===== src/rtl/i2c_xact_seq_pkg.sv =====
// Shared encodings for the I2C register-transaction sequencer: master command/status
// bit positions, completion error codes, sequencer states and transfer phases.
package i2c_xact_seq_pkg;

    // i2c_master command word
    localparam int unsigned C_SZ    = 5;
    localparam int unsigned CB_STRT = 0;
    localparam int unsigned CB_STOP = 1;
    localparam int unsigned CB_WRTE = 2;
    localparam int unsigned CB_READ = 3;
    localparam int unsigned CB_NACK = 4;

    localparam logic [C_SZ-1:0] C_STRT = C_SZ'(1 << CB_STRT);
    localparam logic [C_SZ-1:0] C_STOP = C_SZ'(1 << CB_STOP);
    localparam logic [C_SZ-1:0] C_WRTE = C_SZ'(1 << CB_WRTE);
    localparam logic [C_SZ-1:0] C_READ = C_SZ'(1 << CB_READ);
    localparam logic [C_SZ-1:0] C_NACK = C_SZ'(1 << CB_NACK);

    // i2c_master status word
    localparam int unsigned S_SZ   = 5;
    localparam int unsigned SB_BSY = 0;
    localparam int unsigned SB_ACK = 1;
    localparam int unsigned SB_ERR = 2;
    localparam int unsigned SB_ALO = 3;
    localparam int unsigned SB_BBL = 4;

    typedef enum logic [2:0] {
        E_NONE  = 3'd0,
        E_NAKA  = 3'd1,
        E_NAKD  = 3'd2,
        E_ALO   = 3'd3,
        E_BBL   = 3'd4,
        E_PROTO = 3'd5
    } err_e;

    typedef enum logic [2:0] {
        S_RST     = 3'd0,
        S_IDLE    = 3'd1,
        S_ISSUE   = 3'd2,
        S_ACPT    = 3'd3,
        S_WAIT    = 3'd4,
        S_EVAL    = 3'd5,
        S_BACKOFF = 3'd6
    } state_e;

    typedef enum logic [2:0] {
        PH_ADDR  = 3'd0,
        PH_REG   = 3'd1,
        PH_RADDR = 3'd2,
        PH_DATA  = 3'd3,
        PH_RDAT  = 3'd4,
        PH_STOP  = 3'd5
    } phase_e;

    // Request header latched at accept
    typedef struct packed {
        logic       rd;
        logic [6:0] dev;
        logic [7:0] rga;
    } req_hdr_t;

endpackage


===== src/rtl/i2c_xact_seq.sv =====
// Register-transaction sequencer driving i2c_master's cmd/dat/ws byte interface.
// Optional build macro: I2C_SEQ_RETRY_EN (ALO/BBL retry with backoff).
module i2c_xact_seq
    import i2c_xact_seq_pkg::*;
#(
`ifdef I2C_SEQ_RETRY_EN
    parameter int unsigned RETRIES = 3,
    parameter int unsigned BACKOFF = 255,
`endif
    parameter int unsigned LEN_W   = 4
) (
    input  logic             clk,
    input  logic             rst,
    input  logic             req_valid,
    output logic             req_ready,
    input  logic             req_rd,
    input  logic [6:0]       req_dev,
    input  logic [7:0]       req_reg,
    input  logic [LEN_W-1:0] req_len,
    input  logic [7:0]       wr_data,
    input  logic             wr_valid,
    output logic             wr_ready,
    output logic [7:0]       rd_data,
    output logic             rd_valid,
    output logic             done,
    output logic [2:0]       err_code,
    output logic [C_SZ-1:0]  m_cmd,
    output logic [7:0]       m_dat,
    output logic             m_ws,
    input  logic [S_SZ-1:0]  m_stat,
    input  logic [7:0]       m_dat_in
);

`ifdef I2C_SEQ_RETRY_EN
    localparam int unsigned ATT_W = $clog2(RETRIES + 1);
    localparam int unsigned BO_W  = $clog2(BACKOFF + 1);

    logic [ATT_W-1:0] attempts_q;
    logic [BO_W-1:0]  bo_q;
    logic [LEN_W-1:0] len_q;
    logic             wr_started_q;
    logic             retry_ok;
`endif

    state_e           state_q;
    phase_e           phase_q;
    req_hdr_t         hdr_q;
    logic [LEN_W-1:0] cnt_q;
    err_e             err_q;
    err_e             err_pend_q;
    logic             req_ready_q, wr_ready_q, rd_valid_q, done_q, m_ws_q;
    logic [C_SZ-1:0]  m_cmd_q;
    logic [7:0]       m_dat_q, rd_data_q;

    logic             last;
    logic             issue_ok;
    logic [C_SZ-1:0]  cmd_d;
    logic [7:0]       dat_d;
    err_e             err_d;

    assign req_ready = req_ready_q;
    assign wr_ready  = wr_ready_q;
    assign rd_valid  = rd_valid_q;
    assign rd_data   = rd_data_q;
    assign done      = done_q;
    assign err_code  = err_q;
    assign m_cmd     = m_cmd_q;
    assign m_dat     = m_dat_q;
    assign m_ws      = m_ws_q;

    assign last = (cnt_q == '0);

    // Command/data byte for the current phase and whether it can be issued now
    always_comb begin
        cmd_d    = '0;
        dat_d    = '0;
        issue_ok = !m_stat[SB_BSY];
        unique case (phase_q)
            PH_ADDR: begin
                cmd_d = C_STRT | C_WRTE;
                dat_d = {hdr_q.dev, 1'b0};
            end
            PH_REG: begin
                cmd_d = C_WRTE;
                dat_d = hdr_q.rga;
            end
            PH_RADDR: begin
                cmd_d = C_STRT | C_WRTE;
                dat_d = {hdr_q.dev, 1'b1};
            end
            PH_DATA: begin
                cmd_d    = C_WRTE | (last ? C_STOP : C_SZ'(0));
                dat_d    = wr_data;
                issue_ok = !m_stat[SB_BSY] && wr_valid;
            end
            PH_RDAT: cmd_d = C_READ | (last ? (C_NACK | C_STOP) : C_SZ'(0));
            PH_STOP: cmd_d = C_STOP;
            default: ;
        endcase
    end

    // Classify a master-reported error
    always_comb begin
        err_d = E_PROTO;
        if (m_stat[SB_ALO])      err_d = E_ALO;
        else if (m_stat[SB_BBL]) err_d = E_BBL;
    end

`ifdef I2C_SEQ_RETRY_EN
    // Retry only while the write stream is untouched, since consumed bytes cannot be replayed
    assign retry_ok = (m_stat[SB_ALO] || m_stat[SB_BBL]) &&
                      (attempts_q < ATT_W'(RETRIES)) && !wr_started_q;
`endif

    // Sequencer FSM with registered outputs
    always_ff @(posedge clk or posedge rst) begin
        if (rst) begin
            state_q      <= S_RST;
            phase_q      <= PH_ADDR;
            hdr_q        <= '0;
            cnt_q        <= '0;
            err_q        <= E_NONE;
            err_pend_q   <= E_NONE;
            req_ready_q  <= 1'b0;
            wr_ready_q   <= 1'b0;
            rd_valid_q   <= 1'b0;
            done_q       <= 1'b0;
            m_ws_q       <= 1'b0;
            m_cmd_q      <= '0;
            m_dat_q      <= '0;
            rd_data_q    <= '0;
`ifdef I2C_SEQ_RETRY_EN
            attempts_q   <= '0;
            bo_q         <= '0;
            len_q        <= '0;
            wr_started_q <= 1'b0;
`endif
        end else begin
            m_ws_q     <= 1'b0;
            wr_ready_q <= 1'b0;
            rd_valid_q <= 1'b0;
            done_q     <= 1'b0;
            unique case (state_q)
                S_RST: if (!m_stat[SB_BSY]) state_q <= S_IDLE;
                S_IDLE: begin
                    if (req_ready_q && req_valid) begin
                        req_ready_q  <= 1'b0;
                        hdr_q        <= '{rd: req_rd, dev: req_dev, rga: req_reg};
                        cnt_q        <= req_len;
                        err_q        <= E_NONE;
                        err_pend_q   <= E_NONE;
                        phase_q      <= PH_ADDR;
                        state_q      <= S_ISSUE;
`ifdef I2C_SEQ_RETRY_EN
                        attempts_q   <= '0;
                        len_q        <= req_len;
                        wr_started_q <= 1'b0;
`endif
                    end else begin
                        req_ready_q <= 1'b1;
                    end
                end
                S_ISSUE: begin
                    if (issue_ok) begin
                        m_cmd_q <= cmd_d;
                        m_dat_q <= dat_d;
                        m_ws_q  <= 1'b1;
                        if (phase_q == PH_DATA) begin
                            wr_ready_q   <= 1'b1;
`ifdef I2C_SEQ_RETRY_EN
                            wr_started_q <= 1'b1;
`endif
                        end
                        state_q <= S_ACPT;
                    end
                end
                S_ACPT: state_q <= S_WAIT;
                S_WAIT: if (!m_stat[SB_BSY]) state_q <= S_EVAL;
                S_EVAL: begin
                    if (phase_q == PH_STOP) begin
                        done_q  <= 1'b1;
                        err_q   <= err_pend_q;
                        state_q <= S_IDLE;
                    end else if (m_stat[SB_ERR]) begin
`ifdef I2C_SEQ_RETRY_EN
                        if (retry_ok) begin
                            attempts_q <= attempts_q + 1'b1;
                            bo_q       <= BO_W'(BACKOFF);
                            state_q    <= S_BACKOFF;
                        end else begin
                            done_q  <= 1'b1;
                            err_q   <= err_d;
                            state_q <= S_IDLE;
                        end
`else
                        done_q  <= 1'b1;
                        err_q   <= err_d;
                        state_q <= S_IDLE;
`endif
                    end else if (phase_q != PH_RDAT && !m_stat[SB_ACK]) begin
                        err_pend_q <= (phase_q == PH_ADDR || phase_q == PH_RADDR) ? E_NAKA : E_NAKD;
                        phase_q    <= PH_STOP;
                        state_q    <= S_ISSUE;
                    end else begin
                        state_q <= S_ISSUE;
                        unique case (phase_q)
                            PH_ADDR:  phase_q <= PH_REG;
                            PH_REG:   phase_q <= hdr_q.rd ? PH_RADDR : PH_DATA;
                            PH_RADDR: phase_q <= PH_RDAT;
                            PH_DATA, PH_RDAT: begin
                                if (phase_q == PH_RDAT) begin
                                    rd_data_q  <= m_dat_in;
                                    rd_valid_q <= 1'b1;
                                end
                                if (last) begin
                                    done_q  <= 1'b1;
                                    err_q   <= E_NONE;
                                    state_q <= S_IDLE;
                                end else begin
                                    cnt_q <= cnt_q - 1'b1;
                                end
                            end
                            default: state_q <= S_IDLE;
                        endcase
                    end
                end
`ifdef I2C_SEQ_RETRY_EN
                S_BACKOFF: begin
                    if (bo_q == '0) begin
                        phase_q <= PH_ADDR;
                        cnt_q   <= len_q;
                        state_q <= S_ISSUE;
                    end else begin
                        bo_q <= bo_q - 1'b1;
                    end
                end
`endif
                default: state_q <= S_RST;
            endcase
        end
    end

endmodule


===== config.mk =====
export PLATFORM = sky130hd
export DESIGN_NAME = i2c_xact_seq
export DESIGN_NICKNAME = d
export VERILOG_FILES = /design/src/rtl/i2c_xact_seq_pkg.sv /design/src/rtl/i2c_xact_seq.sv
export SDC_FILE = /design/constraint.sdc
export NUM_CORES = 1
export LEC_CHECK = 0
export BUFFER_PORTS_ARGS = -buffer_cell sky130_fd_sc_hd__buf_2
export CORE_MARGIN = 4
export CORE_UTILIZATION = 52
export DETAILED_ROUTE_END_ITERATION = 7
export PLACE_DENSITY = 0.76
export SKIP_CTS_REPAIR_TIMING = 1
export SLEW_MARGIN = 20
export SYNTH_ARGS = -nofsm -noshare
export SYNTH_HDL_FRONTEND = slang
export SYNTH_SLANG_ARGS = --single-unit

===== constraint.sdc =====
create_clock -name clk -period 1.94 [get_ports clk]
set_input_delay 0.097 -clock clk [delete_from_list [all_inputs] [get_ports clk]]
set_output_delay 0.097 -clock clk [all_outputs]
set_load 0.005 [all_outputs]

# After elaboration in Yosys (flattened, before gate mapping)

Cells that the tools add are included.

Add/subtract/negate cells: 1
Bitwise operators: 3
Muxes and demuxes: 60
Equality and inequality tests: 25
Reduce and logical (&&, ||, !) cells: 21

Operator list:

| operator             | count |
|---|---|
| $mux W3              | 17 |
| $pmux W8 S4          | 1 |
| $pmux W5 S5          | 1 |
| $mux W4              | 6 |
| $mux W1              | 21 |
| $ne A2 B2 Y1 const B | 10 |
| $pmux W3 S2          | 3 |
| $pmux W3 S6          | 1 |
| $reduce_and A5 Y1    | 3 |
| $eq A3 B2 Y1 const B | 4 |
| $eq A3 B3 Y1 const B | 4 |
| $mux W2              | 6 |
| $ne A4 B4 Y1 const B | 3 |
| $pmux W3 S3          | 1 |
| $pmux W4 S2          | 1 |
| $reduce_and A7 Y1    | 1 |
| $eq A3 B1 Y1 const B | 2 |
| $logic_not A3 Y1     | 2 |
| $reduce_and A6 Y1    | 1 |
| $mux W5              | 1 |
| $ne A5 B4 Y1 const B | 1 |
| $logic_not A4 Y1     | 1 |
| $pmux W2 S2          | 1 |
| $reduce_and A2 Y1    | 2 |
| 10 further kinds     | 16 |

Output and inout bits: 29
Logic and storage cells: 126
Register bits: 58
Bits of input ports: 45

# Logic depth before layout (Yosys ltp)

Gate-level depths: netlist of the first run.

Word-level depth: 7
Depth in mapped cells: 7

# Worst setup path after synthesis of the first run

OpenSTA, ideal clock, no wires.

Path kind: reg2reg
Start point: register cnt_q[0]
End point: register err_q[2] (netlist: err_code[2])
Arrival: 1.659 ns
Clock period less this slack: 1.780 ns
Stages on the path, launching flop included: 8
Path slack: 0.160 ns
Buffers on the path: 1
Library setup time: 0.122 ns
Path through: dfrtp_1 inv_1 ha_1 or3b_2 clkbuf_1 a2bb2oi_1 o31ai_1 a32o_1

Word-level cells in the longest chain between the ends: 3

Ends and longest elaborated chain:

| what                               | line                | text |
|---|---|---|
| start, declared                    | i2c_xact_seq.sv:48  | `logic [LEN_W-1:0] cnt_q;` |
| start signal, assigned             | i2c_xact_seq.sv:149 | `cnt_q <= req_len;` |
| start signal, assigned             | i2c_xact_seq.sv:220 | `cnt_q <= cnt_q - 1'b1;` |
| $logic_not A4 Y1                   | i2c_xact_seq.sv:71  | `assign last = (cnt_q == '0);` |
| $ne A4 B4 Y1 (no source line)      | n/a                 |  |
| $reduce_and A5 Y1 (no source line) | n/a                 |  |
| end signal, assigned               | i2c_xact_seq.sv:182 | `err_q <= err_pend_q;` |
| end signal, assigned               | i2c_xact_seq.sv:197 | `err_q <= err_d;` |
| end, declared                      | i2c_xact_seq.sv:49  | `err_e err_q;` |

No other way between the ends.
A chain may end at the register's enable or synchronous reset.

# Worst setup path in the final report of the first run

Start point: register phase_q[0]
End point: register m_dat_q[3] (netlist: m_dat[3])

Word-level cells in the longest chain between the ends: 3
Elaborated cells on any way between the ends: 7
Those cells by class: 3 x eq/ne; 2 x mux; 2 x reduce/logical

Ends and longest elaborated chain:

| what                               | line                | text |
|---|---|---|
| start, declared                    | i2c_xact_seq.sv:46  | `phase_e phase_q;` |
| start signal, assigned             | i2c_xact_seq.sv:208 | `PH_REG: phase_q <= hdr_q.rd ? PH_RADDR : PH_DATA;` |
| $eq A3 B2 Y1                       | i2c_xact_seq.sv:78  | `unique case (phase_q)` |
| $mux W1                            | i2c_xact_seq.sv:78  |  |
| $reduce_and A2 Y1 (no source line) | n/a                 |  |
| end signal, assigned               | i2c_xact_seq.sv:166 | `m_dat_q <= dat_d;` |
| end, declared                      | i2c_xact_seq.sv:53  | `logic [7:0] m_dat_q, rd_data_q;` |

Several ways; a longest one is shown, not always the timed one.

==> results.toml, run 1 <==
[outcome]
status = "finished, violations left"
violations = "hold timing"

[floorplan]
ios = 74
die_area_mm2 = 0.00659
fp-row-count = 26
fp.dieH_um = 81.2
core_mm2 = 0.00514
die_x_um = 81.2
start_util_pct = 54.2

[final_layout]
nets = 406
drive_gt1_share_pct = 38.0
area_delta_synth_final_pct = 30.9
n_antenna_cell = 0
layout.cells.most_common_list = "73 x buf_2, 57 x dfrtp_1, 28 x mux2_2"
layout_commonest_cell = "buf_2"

[sta]
finalCritPeriodShare_pct = 92.7
slew_violations = 0
tightestPinTransition_ns = 0.695
fin_worst_skew_ns = 0.00708
fin_crit_ns = 1.80
hold_viol_final = 63
setup_viol = 0
whs_ns = -0.0358
rsz0062_at_grt = "no"
fmax_mhz = 556
fin_tns_setup_ns = 0
slew_headroom_pct = 53.7

[global_routing]
grt_busiest_layer = "met2"
use_met1_pct = 28.1
grt_pass1_vias = 2181
antenna_found_initial = 0
grtUsageMet2_pct = 30.6
use_met3_pct = 5.88
grt-ovfl-total = 0
gr-usage-all-layers_pct = 20.4
grt_max_degree = 58
grt_pass1_wl_um = 10200

[critical_path]
slowest_delay_ns = 0.51
cp_slowest_cell = "or4_1"
crit_path_start_kind = "flip-flop"
timing.rr.end = "m_dat[3]"
setup.worst_path.end_class = "flip-flop"
timing.rr.start = "phase_q[0]"
worstPathRequired_ns = 2.20
worstPathArrival_ns = 2.05
startpoint = "phase_q[0]"
crit_chain = "and4bb_1, or4_1, clkinv_2, buf_4, o211ai_1, o21ai_1"
reg2reg_depth = 6
path_max_fanout = 7
crit_end = "m_dat[3]"
critPathKind = "flip-flop to flip-flop"
regToRegSetupSlack_ns = 0.14

[synth]
postSynthCellCount = 260
ys_ff_latch = 57
synth_edf_count = 0
yosysWarningCount = 0
yosys_most_used_dff = "dfrtp_1"
syn_area_mm2 = 0.00278
synth.yosys.seq_area_share_pct = 51.2
syn_avg_cell_area_um2 = 10.7
synth_cell_type_count = 49
syn_nets = 307
async_reset_ff_share_pct = 100

[power]
peakVddDrop_v = 0.000805
p_total_mw = 4.92
power_leakage_nw = 1.76
powerDensity_mw_per_mm2 = 1350

[route]
route.detailed.drc = 0
vias = 2328
detail-route-antenna-nets = 0
dr.pass1.iters = 6
viasPerCell = 5.38
routed_wl_um = 6380
wl_per_cell_um = 14.7
first_iter_violations = 201

[hold_path]
hold_class = "primary input to async pin"

[placement]
numPortBuffers = 73
routabilityCongestion = 0.913
dp_hpwl_um = 4500

[clock_tree]
htreeDepth = 3
cts_buffer_depth = 2
numCtsBuffers = 9
cts_root_buf = "clkbuf_8"
cts.sinks = 57
clk_pin_slew_worst_paths_ns = 0.06
cts_tree = "built"
clk_latency_ns = 0.34

[run]
drv_cap = 0
==> layout make-up <==
type                       count  area [um2]
multi-input combinational    176        1250
clock inverter                 4        45.0
sequential                    57        1430
tap                           70        87.6
inverter                      11        42.5
fill                         419        1500
timing repair buffer         104         661
clock buffer                  11         131
==> routing by layer <==
metal | up-vias | share of wire [%]
met3 | 11 | 5.8
met4 | 0 | 1.7
met5 | - | 0
met1 | 1112 | 45
li1 | 1136 | -
met2 | 69 | 47
==> where the power goes <==
part / switching [mW] / total (mW) / internal, mW
Sequential: 0.320 / 2.00 / 1.68
Combinational: 0.897 / 1.90 / 0.998
Clock: 0.444 / 1.02 / 0.579
==> cells by family after synthesis <==
family / after synthesis / synth area share (%)
AO/OA/AOI/OAI: 68 / 16.0
adder cells (fa/ha/maj): 2 / 0.899
buffers and inverters: 27 / 4.45
flip-flops: 57 / 51.2
multiplexers: 36 / 14.2
AND/OR/NAND/NOR: 70 / 13.2
==> worst min path at each step <==
stage / from / end
6_report: rst / hdr_q[15]
5_1_grt: m_dat_in[3] / rd_data[3]
4_1_cts: m_stat[0] / state_q[0]
3_5_place_dp: m_stat[0] / state_q[0]
3_3_place_gp: m_stat[0] / state_q[0]
2_1_floorplan: m_stat[0] / state_q[0]
==> metrics by stage <==
stage | instance area [um2] | instances | hold WS (ns) | setup WS [ns] | utilization [%]
after floorplan | 2780 | 260 | 0.193 | 0.160 | -
after global placement | 3290 | 402 | 0.315 | 0.129 | 64.1
after detailed placement | 3290 | 402 | 0.319 | 0.0708 | 64.1
after CTS | 3470 | 417 | -0.0359 | 0.0547 | 67.5
after global routing | 3640 | 433 | 0.0000530 | 0.0582 | 70.9
final | 3640 | 433 | -0.0358 | 0.142 | 70.9
==> worst max-delay path: cells and delay by family (launching register included) <==
| kind | cells | cell delay, ns |
|---|---|---|
| simple gates | 2 | 0.75 |
| compound gates | 2 | 0.24 |
| buf+inv | 2 | 0.31 |
| flops | 1 | 0.42 |
==> synthesized netlist by cell type, drive strengths merged, types with 2 or more instances <==
master / number / share of area (%)
a21o: 2 / 0.54
a21oi: 9 / 1.6
a31oi: 2 / 0.45
a32o: 2 / 0.72
and3b: 2 / 0.63
buf: 10 / 2.1
clkbuf: 6 / 0.81
dfrtp: 57 / 51
ha: 2 / 0.90
inv: 10 / 1.3
mux2: 28 / 11
mux2i: 8 / 2.9
nand2: 27 / 3.6
nand2b: 5 / 1.1
nand3: 3 / 0.54
nand3b: 3 / 0.81
nor2: 10 / 1.4
nor2b: 4 / 0.90
nor3: 6 / 1.1
o211ai: 8 / 2.2
o21a: 3 / 0.81
o21ai: 24 / 4.3
o22ai: 2 / 0.45
o2bb2ai: 3 / 0.94
o31ai: 4 / 1.1
o41ai: 2 / 0.90
==> registers in the layout (all words and copies together) (netlist names), 2 cells and up <==
| name | flops |
|---|---|
| cnt_q | 4 |
| rd_data | 8 |
| hdr_q | 16 |
| phase_q | 3 |
| m_dat | 8 |
| state_q | 3 |
| m_cmd | 5 |
| err_code | 3 |
| err_pend_q | 2 |
Note: power is estimated with default switching activity, not from simulation.
==> inputs of run 2 (changes only) <==
==> constraint.sdc (replaced) <==
create_clock -name clk -period 1.94 [get_ports clk]
set_input_delay 0.097 -clock clk [delete_from_list [all_inputs] [get_ports clk]]
set_output_delay 0.097 -clock clk [all_outputs]
set_load 0.05 [all_outputs]
==> results.toml, run 2 (synthesis results as in run 1) <==
[sta]
slew_headroom_pct = 66.5
slew_violations = 0
fin_worst_skew_ns = 0.0125
setup_viol = 0
rsz0062_at_grt = "no"
hold_viol_final = 1
whs_ns = -0.00454
fin_crit_ns = 1.84
fin_tns_setup_ns = 0
tightestPinTransition_ns = 0.502
fmax_mhz = 545
finalCritPeriodShare_pct = 94.6

[global_routing]
grt_pass1_wl_um = 10600
grt-ovfl-total = 0
grt_max_degree = 37
antenna_found_initial = 0
grt_pass1_vias = 2243
gr-usage-all-layers_pct = 21.3

[placement]
place_area_mm2 = 0.00332
numPortBuffers = 73
dp_hpwl_um = 4750
routabilityCongestion = 0.848
dp.cells = 405

[clock_tree]
cts_tree = "built"
cts_buffer_depth = 2
cts.sinks = 57
numCtsBuffers = 9
cts_root_buf = "clkbuf_8"
clk_pin_slew_worst_paths_ns = 0.07
htreeDepth = 3
clk_latency_ns = 0.34

[route]
viasPerCell = 5.33
dr.pass1.iters = 4
routed_wl_um = 6830
detail-route-antenna-nets = 0
first_iter_violations = 145
vias = 2362
wl_per_cell_um = 15.4
route.detailed.drc = 0

[hold_path]
min_from = "m_dat_in[0]"
hold_path_end = "rd_data[0]"
hold_depth = 2
hold_class = "primary input to flip-flop"

[final_layout]
n_antenna_cell = 0
largest_register_ffs = 16
fillCellCount = 389
design_area_mm2 = 0.00374
layout_commonest_cell = "buf_2"
finalNonFillerCells = 443
drive_gt1_share_pct = 37.5
layout.cells.most_common_list = "73 x buf_2, 56 x dfrtp_1, 28 x mux2_2"
nets = 416
area_delta_synth_final_pct = 34.3
top_register = "hdr_q"

[power]
p_total_mw = 5.75
powerDensity_mw_per_mm2 = 1540
power_leakage_nw = 1.79
peakVddDrop_v = 0.000891

[critical_path]
worstPathArrival_ns = 2.06
timing.rr.start = "phase_q[1]"
timing.rr.end = "cnt_q[1]"
worstPathRequired_ns = 2.16
reg2reg_depth = 4
crit_path_start_kind = "flip-flop"
setup.worst_path.end_class = "flip-flop"
critPathKind = "flip-flop to flip-flop"
path_max_fanout = 6
regToRegSetupSlack_ns = 0.10

[outcome]
status = "finished, violations left"
violations = "hold timing"

[floorplan]
start_util_pct = 54.2
ios = 74
die_x_um = 81.2
core_mm2 = 0.00514
fp-row-count = 26
fp.dieH_um = 81.2
die_area_mm2 = 0.00659

[run]
drv_cap = 0
run 2: changes by cell type in the layout (fill, tap and decap cells not counted), sizes merged:
cell	previous run	this run
dlygate4sd3	15	23
buf	89	91
clkinvlp	0	2
clkbuf	11	10
clkinv	4	3
run 2: area by class of cell:
type	instances	area (um2)	area share, %
clock buffers	10	128	3.41
clock inverters	5	58.8	1.57
inverters	11	42.5	1.14
multi-input cells	176	1240	33.2
flip-flops and latches	57	1430	38.2
well taps	70	87.6	2.34
repair buffers	114	756	20.2
run 2: how the worst max path moves through the flow:
| stage | startpoint | to | slack [ns] | depth (start not counted) |
|---|---|---|---|---|
| floorplan | req_ready | hdr_q[0] | 0.15 | 5 |
| global placement | cnt_q[0] | err_code[2] | 0.16 | 6 |
| detailed placement | cnt_q[0] | err_code[2] | 0.08 | 6 |
| CTS | cnt_q[0] | err_code[2] | 0.07 | 6 |
| global route | cnt_q[0] | err_code[2] | 0.02 | 6 |
| finish | phase_q[1] | cnt_q[1] | 0.10 | 4 |
run 2: stage by stage:
stage,util [%],setup slack [ns]
floorplan,-,0.147
global placement,64.5,0.155
detailed placement,64.5,0.0849
CTS,68.2,0.0722
global route,72.8,0.0196
finish,72.8,0.104
run 2: worst max-delay path: stages (launching register included):
cell      delay [ns]
dfrtp_1         0.43
and4b_1         0.25
a221oi_1        0.41
nand3b_1        0.27
mux2_2          0.36
run 2: layer usage:
metal / track usage, % / part of all wire (%) / vias to the layer above
met5: 0 / 0 / -
met4: 9.29 / 1.7 / 0
met3: 6.10 / 4.6 / 8
met2: 34.0 / 50 / 61
met1: 27.1 / 43 / 1135
li1: - / - / 1158
run 2: report_power, final:
| group | switching (mW) | internal (mW) |
|---|---|---|
| clock network | 0.485 | 0.585 |
| registers | 0.324 | 1.68 |
| logic | 1.69 | 0.985 |
